## config.mk

```make
export PLATFORM = sky130hd
export DESIGN_NAME = clk_div_multi
export DESIGN_NICKNAME = d
export VERILOG_FILES = /design/src/rtl/clk_div_multi.sv
export SDC_FILE = /design/constraint.sdc
export NUM_CORES = 1
export LEC_CHECK = 0
export CAP_MARGIN = 10
export CORE_ASPECT_RATIO = 0.7
export CORE_MARGIN = 2
export CORE_UTILIZATION = 59
export CTS_BUF_LIST = sky130_fd_sc_hd__clkbuf_16
export DETAILED_ROUTE_END_ITERATION = 10
export DONT_BUFFER_PORTS = 1
export PLACE_DENSITY = 0.78
export REMOVE_ABC_BUFFERS = 1
export SETUP_SLACK_MARGIN = 0.05
export SLEW_MARGIN = 10
export SYNTH_ARGS = -nofsm -noshare
export SYNTH_HDL_FRONTEND = slang
export SYNTH_SLANG_ARGS = --single-unit
```

## constraint.sdc

```tcl
create_clock -name CLK -period 6.5 [get_ports CLK]
set_input_delay 1.3 -clock CLK [delete_from_list [all_inputs] [get_ports CLK]]
set_output_delay 1.3 -clock CLK [all_outputs]
set_load 0.05 [all_outputs]
```

## src/rtl/clk_div_multi.sv

```systemverilog
// clk_div_multi: multi-channel programmable clock divider producing per-channel
// tick strobes and square waves, with divisor changes deferred to period boundaries.
module clk_div_multi #(
  parameter int CHANNELS = 4,
  parameter int DIV_W = 16,
  parameter int DEF_DIV = 5208,
  localparam int CH_W = (CHANNELS > 1) ? $clog2(CHANNELS) : 1
) (
  input  logic                CLK,
  input  logic                RST,
  input  logic                WR_EN,
  input  logic [CH_W-1:0]     WR_CH,
  input  logic [DIV_W-1:0]    WR_DIV,
  input  logic [CHANNELS-1:0] CH_EN,
  input  logic                SYNC,
  output logic [CHANNELS-1:0] TICK,
  output logic [CHANNELS-1:0] CLK_OUT,
  output logic [CHANNELS-1:0] PEND
);
  localparam logic [DIV_W-1:0] ONE = DIV_W'(1);
  localparam logic [DIV_W-1:0] TWO = DIV_W'(2);
  localparam logic [DIV_W-1:0] RST_DIV = DIV_W'(DEF_DIV);
  for (genvar c = 0; c < CHANNELS; c++) begin : g_ch
    logic [DIV_W-1:0] cnt_q, cnt_d, act_q, act_d, pdiv_q, pdiv_d, n_cur, n_new;
    logic pv_q, pv_d, tick_q, tick_d, clk_q, clk_d, en, wr, wrap, apply;
    always_comb begin
      en = CH_EN[c];
      wr = WR_EN && (WR_CH == CH_W'(c));
      n_cur = (act_q < TWO) ? TWO : act_q;
      wrap = cnt_q == n_cur - ONE;
      // pending value is consumed before any same-edge write re-arms it
      apply = en && pv_q && (SYNC || wrap);
      act_d = apply ? pdiv_q : (wr && !en) ? WR_DIV : act_q;
      pdiv_d = (wr && en) ? WR_DIV : pdiv_q;
      pv_d = wr ? en : apply ? 1'b0 : pv_q;
      n_new = (act_d < TWO) ? TWO : act_d;
      cnt_d = (!en || SYNC || wrap) ? '0 : cnt_q + ONE;
      tick_d = en && !SYNC && wrap;
      clk_d = en && (SYNC || (cnt_d < (n_new >> 1)));
    end
    always_ff @(posedge CLK or posedge RST) begin
      if (RST) begin
        cnt_q <= '0;
        act_q <= RST_DIV;
        pdiv_q <= RST_DIV;
        pv_q <= 1'b0;
        tick_q <= 1'b0;
        clk_q <= 1'b0;
      end else begin
        cnt_q <= cnt_d;
        act_q <= act_d;
        pdiv_q <= pdiv_d;
        pv_q <= pv_d;
        tick_q <= tick_d;
        clk_q <= clk_d;
      end
    end
    assign TICK[c] = tick_q;
    assign CLK_OUT[c] = clk_q;
    assign PEND[c] = pv_q;
  end
endmodule

```

==> out/metrics.cfg, run 1 <==
[timing]
final.setup.worst_slack_ns=0.298
final_min_period_over_clock_period_pct=95.4
max-slew-margin-rel_pct=29.3
maxClockFrequency_mhz=161
rsz0062_at_grt=true
report.final.hold_viol_count=0
tightestPinTransition_ns=1.05
timing.final.crit_period_ns=6.20
slew_violations=0
finalSetupViolCount=0
fin_skew_ns=0.0197
fin_setup_tns_ns=0

[clock_network]
h-tree-depth=1
clock_sinks=204
cts_inserted_buffers=21
register_clock_pin_slew_on_the_reported_worst_setup_and_hold_paths_ns=0.07
post_cts_hold_buffer_count=0
cts_tree=done
clock_tree.buffer_depth=3
clk_latency_ns=0.52
ctsRootBufferMaster=sky130_fd_sc_hd__clkbuf_16

[placed_design]
dp_slack_ns=0.209
dp.cells=1623
placement.cell_area_sq_mm=0.0140
gpl.final_weighted_congestion=0.991
detailed_placer_s_ending_hpwl_um=26800
portBuffers=0

[layout]
multi_input_area_sq_mm=0.00812
final_core_utilization_pct=65.1
n_fill_cell=1770
post_route_cells_drive_above_1_share_pct=21.5
layout.area.seq_sq_mm=0.00515
mostFrequentLayoutCell=sky130_fd_sc_hd__dfrtp_1
final_nets=1431
final_cell_mix=164 x sky130_fd_sc_hd__dfrtp_1, 158 x sky130_fd_sc_hd__mux2_2, 127 x sky130_fd_sc_hd__nor2_1
antenna_cells=0
final_area_sq_mm=0.0148
layout-area-overhead-vs-synth_pct=7.91
final_cell_count_no_fill=1668

[route]
dr_total_vias=10700
drt_wl_total_um=36500
routed_via_density=6.43
firstDrtPassIters=5
drc=0
drt_first_iter_violations=1001
route.detailed.wl_per_inst_um=21.9
drt.antenna.violating_nets=0

[yosys]
syn_inst=1355
postSynthRegisterBits=204
synthesis.area_sq_mm=0.0137
number_of_synthesized_flops_with_an_enable_pin=0
synth-main-ff-cell=sky130_fd_sc_hd__dfrtp_1
synthesis.yosys.warnings=0
syn_avg_cell_area_sq_um=10.1
synthArstFlopShare_pct=100
synth_cell_types=80
seq_area_frac_synth_pct=37.6

[setup_path]
cp_slowest_stage_delay_ns=0.55
setup.worst_path.start_class=register
path_max_fanout=11
cp-end-kind=register
worst-endpoint-required_ns=6.95
critPathTopFamily=simple AND/OR/NAND/NOR gates
cp.arrival_ns=6.66
worst_setup_path_type=reg2reg
crit_chain=nor4_1, nand4_2, o21ai_0, ha_1, nand2b_1, nand4bb_1, xnor2_1, or4_1, nor4_2, o2111ai_2, a21oi_4, buf_4, mux2i_1, ha_1, a21o_1, a21oi_1, o211ai_1, nor4b_1, o21ai_0, a21boi_0, a32o_1
timing.critical_path.slowest_stage_cell=sky130_fd_sc_hd__or4_1
critical_path_buf_inv_count=1

[status]
outcome=finished clean

[die]
core-area_sq_mm=0.0227
initial_core_utilization_pct=60.4
die_h_um=132
placementRows=46
chipWidth_um=186
io_pins=38
floorplan.die_area_sq_mm=0.0245

[global_routing]
grt_remaining_overflow=0
via_count_of_the_first_global_routing_pass=10400
grt_use_total_pct=29.9
grt_start_max_net_pins=150
grt_first_pass_wirelength_um=57800
antenna_found_initial=1

[power_and_ir_drop]
p_leak_nw=6.15
vdd_ir_drop_max_uv=275
cellPowerDensity_mw_per_mm2=325

[min_path]
min_path_type=reg2reg

[job]
maxCapViolCount=0

power by group:
group | internal, mW | total [mW] | switching, mW
Clock | 0.797 | 1.35 | 0.554
Sequential | 1.57 | 2.01 | 0.437
Combinational | 0.710 | 1.45 | 0.740
layer usage:
layer	vias to the layer above	share of wire [%]	global-route usage [%]
met5	-	0.038	0
met4	2	2.4	7.00
met3	62	8.9	6.79
met2	459	44	44.2
met1	5292	45	44.4
li1	4908	-	-
synth_stat cells, types with 4 or more instances:
cell type                     n  area (sq um)
sky130_fd_sc_hd__dfrtp_1    164          4100
sky130_fd_sc_hd__mux2_2     158          1780
sky130_fd_sc_hd__nor2_1     128           480
sky130_fd_sc_hd__mux2i_1     67           671
sky130_fd_sc_hd__ha_1        64           801
sky130_fd_sc_hd__xnor2_1     61           534
sky130_fd_sc_hd__xor2_1      61           534
sky130_fd_sc_hd__nand2_1     59           221
sky130_fd_sc_hd__nand3_1     45           225
sky130_fd_sc_hd__a21oi_1     40           200
sky130_fd_sc_hd__dfstp_2     40          1050
sky130_fd_sc_hd__clkbuf_1    38           143
sky130_fd_sc_hd__inv_1       36           135
sky130_fd_sc_hd__nor4_1      34           213
sky130_fd_sc_hd__nor3_1      31           155
sky130_fd_sc_hd__o21ai_0     30           150
sky130_fd_sc_hd__nand4_1     28           175
sky130_fd_sc_hd__and3_1      22           138
sky130_fd_sc_hd__mux2_1      17           191
sky130_fd_sc_hd__buf_4       16           120
sky130_fd_sc_hd__nand2b_1    15          93.8
sky130_fd_sc_hd__nor2b_1     15          93.8
sky130_fd_sc_hd__a211oi_1    12          90.1
sky130_fd_sc_hd__a21o_1      11          82.6
sky130_fd_sc_hd__or3_1       11          68.8
sky130_fd_sc_hd__or4_1       10          75.1
sky130_fd_sc_hd__a31oi_1      9          56.3
sky130_fd_sc_hd__buf_2        8          40.0
sky130_fd_sc_hd__and2_1       7          43.8
sky130_fd_sc_hd__nand3b_1     7          52.6
sky130_fd_sc_hd__or2_2        7          43.8
sky130_fd_sc_hd__a41oi_1      6          52.6
sky130_fd_sc_hd__and4_1       6          52.6
sky130_fd_sc_hd__nor4b_1      6          52.6
sky130_fd_sc_hd__o2111ai_1    6          52.6
sky130_fd_sc_hd__o211ai_1     6          45.0
sky130_fd_sc_hd__o22ai_1      6          37.5
sky130_fd_sc_hd__nor3b_1      5          37.5
sky130_fd_sc_hd__nor4_2       4          50.1
worst paths after layout:
path / slack, ns / startpoint / depth (start not counted) / to
worst min register to register: 0.51 / g_ch[1].pdiv_q[0]$_DFFE_PP0P_ / 1 / g_ch[1].pdiv_q[0]$_DFFE_PP0P_
worst max-delay path: 0.30 / g_ch[1].act_q[9]$_DFF_PP0_ / 21 / g_ch[1].clk_q$_DFF_PP0_
worst min-delay path: 0.51 / g_ch[1].pdiv_q[0]$_DFFE_PP0P_ / 1 / g_ch[1].pdiv_q[0]$_DFFE_PP0P_
worst max register to register: 0.30 / g_ch[1].act_q[9]$_DFF_PP0_ / 21 / g_ch[1].clk_q$_DFF_PP0_
max in group asynchronous: 4.27 / RST / 2 / g_ch[3].act_q[8]$_DFF_PP0_
min in group asynchronous: 0.84 / RST / 1 / g_ch[3].cnt_q[11]$_DFF_PP0_
cells by family after synthesis:
logic type,count (synthesis),share of synthesized area [%]
and+or+nand+nor,455,17.7
adders and majority gates,64,5.84
muxes,242,19.2
xor gates and xnor gates,122,7.79
DFF,204,37.6
buffers and inverters,102,3.41
AOI/OAI and AO/OA,166,8.48
registers in the layout, summed over array words and instances, names as in the netlist, named ones only:
register / count
g_ch.tick_q: 4
g_ch.cnt_q: 64
g_ch.pdiv_q: 64
g_ch.pv_q: 4
g_ch.clk_q: 4
g_ch.act_q: 60
repair_timing:
action                                  in CTS  in global routing
setup buffers                                0                  7
resized for setup                            0                  2
endpoints found under the setup margin       0                  2
worst reg2reg max path, stage by stage, from the launching register on:
cell	delay, ns
sky130_fd_sc_hd__dfrtp_1	0.52
sky130_fd_sc_hd__nor4_1	0.44
sky130_fd_sc_hd__nand4_2	0.27
sky130_fd_sc_hd__o21ai_0	0.33
sky130_fd_sc_hd__ha_1	0.30
sky130_fd_sc_hd__nand2b_1	0.16
sky130_fd_sc_hd__nand4bb_1	0.26
sky130_fd_sc_hd__xnor2_1	0.18
sky130_fd_sc_hd__or4_1	0.55
sky130_fd_sc_hd__nor4_2	0.30
sky130_fd_sc_hd__o2111ai_2	0.24
sky130_fd_sc_hd__a21oi_4	0.33
sky130_fd_sc_hd__buf_4	0.17
sky130_fd_sc_hd__mux2i_1	0.26
sky130_fd_sc_hd__ha_1	0.29
sky130_fd_sc_hd__a21o_1	0.19
sky130_fd_sc_hd__a21oi_1	0.32
sky130_fd_sc_hd__o211ai_1	0.15
sky130_fd_sc_hd__nor4b_1	0.35
sky130_fd_sc_hd__o21ai_0	0.16
sky130_fd_sc_hd__a21boi_0	0.19
sky130_fd_sc_hd__a32o_1	0.17
through the flow:
step	total power [mW]	hold WS [ns]
2_1_floorplan	2.99	0.474
3_3_place_gp	3.36	0.486
3_5_place_dp	3.42	0.493
4_1_cts	4.78	0.510
5_1_grt	5.06	0.529
6_report	4.81	0.509
cell type report:
| cell class | count | share of cell area, % |
|---|---|---|
| Inverter | 36 | 0.963 |
| Clock buffer | 21 | 3.55 |
| Tap cell | 312 | 2.64 |
| Multi-Input combinational cell | 1049 | 54.8 |
| Clock inverter | 17 | 1.56 |
| Sequential cell | 204 | 34.8 |
| Timing Repair Buffer | 29 | 1.64 |
(Power assumes the default switching activity.)
==> inputs of run 2 (changes only) <==
Settings changed: CELL_PAD_IN_SITES_DETAIL_PLACEMENT set to 2, CELL_PAD_IN_SITES_GLOBAL_PLACEMENT set to 2, CORE_UTILIZATION 59 to 38, DONT_BUFFER_PORTS 1 to not set, GPL_ROUTABILITY_DRIVEN set to 0, PLACE_DENSITY 0.78 to not set, PLACE_DENSITY_LB_ADDON set to 0.1.
==> run 2 against run 1 <==
Effect of this change: hold slack better by 0.014 ns; largest power group unchanged; critical path depth unchanged; register-to-register slack better by 0.18 ns.
==> out/metrics.cfg, run 2 (synthesis gave the netlist of run 1 again) <==
[global_routing]
grt_use_total_pct=25.5  ; -4.5 points
grt_remaining_overflow=0  ; unchanged
antenna_found_initial=2  ; +1
grt_start_max_net_pins=118  ; -21%
via_count_of_the_first_global_routing_pass=11900  ; +14%
grt_first_pass_wirelength_um=73500  ; +27%

[layout]
final_cell_count_no_fill=1901  ; +14%
n_fill_cell=3773  ; +110%
layout_top_registers=g_ch.cnt_q: 64 flops, g_ch.pdiv_q: 64 flops, g_ch.act_q: 60 flops
final_area_sq_mm=0.0156  ; +5.5%
layout.area.seq_sq_mm=0.00515  ; unchanged
final_nets=1491  ; +4.2%
post_route_cells_drive_above_1_share_pct=22.6  ; +1.0 points
layout-area-overhead-vs-synth_pct=13.8
multi_input_area_sq_mm=0.00815  ; +0.40%
final_core_utilization_pct=43.7  ; -21 points
mostFrequentLayoutCell=sky130_fd_sc_hd__dfrtp_1
final_cell_mix=164 x sky130_fd_sc_hd__dfrtp_1, 158 x sky130_fd_sc_hd__mux2_2, 126 x sky130_fd_sc_hd__nor2_1

[setup_path]
timing.critical_path.slowest_stage_cell=sky130_fd_sc_hd__or4_1
setup.worst_path.start_class=register
critPathTopFamily=simple AND/OR/NAND/NOR gates
worst_setup_path_type=reg2reg
path_max_fanout=16  ; +5
timing.rr.start=g_ch[2].act_q[14]$_DFF_PP0_
timing.critical_path.from=g_ch[2].act_q[14]$_DFF_PP0_
cp-end-kind=register
worst-endpoint-required_ns=6.94  ; about the same
critical_path_buf_inv_count=0  ; -1
cp.arrival_ns=6.46  ; -0.20 ns
cp_slowest_stage_delay_ns=0.60  ; +0.05 ns
crit_chain=or4_1, or3_1, o31ai_2, ha_1, nor4b_2, nand4_1, xnor2_1, nor4_2, o2111ai_2, nor3_2, o21ba_4, mux2i_1, ha_1, a21o_1, a21o_1, a21oi_1, nor2b_1, o21ai_0, a211o_1, o211ai_1, nor4_1

[die]
chipWidth_um=231  ; +24%
core-area_sq_mm=0.0358  ; +57%
io_pins=38  ; unchanged
die_h_um=163  ; +24%
floorplan.die_area_sq_mm=0.0377  ; +54%
placementRows=58  ; +26%
initial_core_utilization_pct=38.4  ; -22 points

[route]
drc=0  ; unchanged
drt_wl_total_um=46800  ; +28%
route.detailed.wl_per_inst_um=24.6  ; +13%
firstDrtPassIters=7  ; +2
dr_total_vias=10900  ; +1.8%
drt.antenna.violating_nets=0  ; unchanged
routed_via_density=5.74  ; -11%
drt_first_iter_violations=610  ; -39%

[placed_design]
placement.cell_area_sq_mm=0.0147  ; +5.0%
portBuffers=37  ; +37
dp.cells=1844  ; +14%
detailed_placer_s_ending_hpwl_um=35100  ; +31%
dp_slack_ns=0.115  ; -0.0936 ns

[min_path]
min_path_type=reg2reg
min-delay-start=g_ch[0].pdiv_q[0]$_DFFE_PP0P_

[status]
outcome=finished clean

[timing]
max-slew-margin-rel_pct=29.9  ; +0.66 points
fin_setup_tns_ns=0  ; unchanged
final_min_period_over_clock_period_pct=92.6  ; -2.8 points
finalSetupViolCount=0  ; unchanged
rsz0062_at_grt=false
maxClockFrequency_mhz=166  ; +3.0%
slew_violations=0  ; unchanged
report.final.hold_viol_count=0  ; unchanged
final.setup.worst_slack_ns=0.479  ; +0.181 ns
fin_skew_ns=0.0104  ; -0.00934 ns
tightestPinTransition_ns=1.05  ; -0.00739 ns
timing.final.crit_period_ns=6.02  ; -0.181 ns
holdWs_ns=0.523  ; +0.0138 ns

[power_and_ir_drop]
power.total_mw=5.06  ; +5.2%
p_leak_nw=6.43  ; +4.6%
cellPowerDensity_mw_per_mm2=324  ; -0.21%
vdd_ir_drop_max_uv=166  ; -40%

[clock_network]
register_clock_pin_slew_on_the_reported_worst_setup_and_hold_paths_ns=0.06  ; about the same
cts_tree=done
clock_tree.buffer_depth=3  ; unchanged
post_cts_hold_buffer_count=0  ; unchanged
clock_sinks=204  ; unchanged
clk_latency_ns=0.55  ; +0.03 ns
ctsRootBufferMaster=sky130_fd_sc_hd__clkbuf_16
h-tree-depth=1  ; unchanged
cts_inserted_buffers=25  ; +19%

[job]
maxCapViolCount=0  ; unchanged

run 2: where the power goes:
| part | switching, mW | internal, mW |
|---|---|---|
| registers | 0.438 | 1.57 |
| clock network | 0.603 | 0.818 |
| logic | 0.872 | 0.757 |
run 2: layout make-up:
cell class | instances | share of cell area (%)
multi-input combinational | 1049 | 52.2
sequential | 204 | 33.0
timing repair buffer | 85 | 4.84
clock buffer | 25 | 4.01
tap | 480 | 3.85
clock inverter | 20 | 1.15
inverter | 36 | 0.913
antenna | 2 | 0.0320
run 2: final timing paths:
kind	end	cells after the start	slack, ns
worst min-delay path	g_ch[0].pdiv_q[0]$_DFFE_PP0P_	1	0.52
worst max register to register	g_ch[2].clk_q$_DFF_PP0_	21	0.48
worst min register to register	g_ch[0].pdiv_q[0]$_DFFE_PP0P_	1	0.52
max in group asynchronous	g_ch[0].cnt_q[3]$_DFF_PP0_	3	3.97
min in group asynchronous	g_ch[3].cnt_q[11]$_DFF_PP0_	2	1.32
worst max-delay path	g_ch[2].clk_q$_DFF_PP0_	21	0.48
run 2: routing by layer:
layer,global-route usage (%),routed length (um),vias to the layer above
met2,40.5,21200,159
li1,-,-,5034
met4,4.63,769,0
met5,0,0,-
met3,3.05,1520,46
met1,37.4,23300,5676
run 2: repair_timing:
item,CTS,global route
hold endpoints to repair,0,0
endpoints found under the setup margin,0,2
gates resized for setup,0,8
buffers inserted,0,10
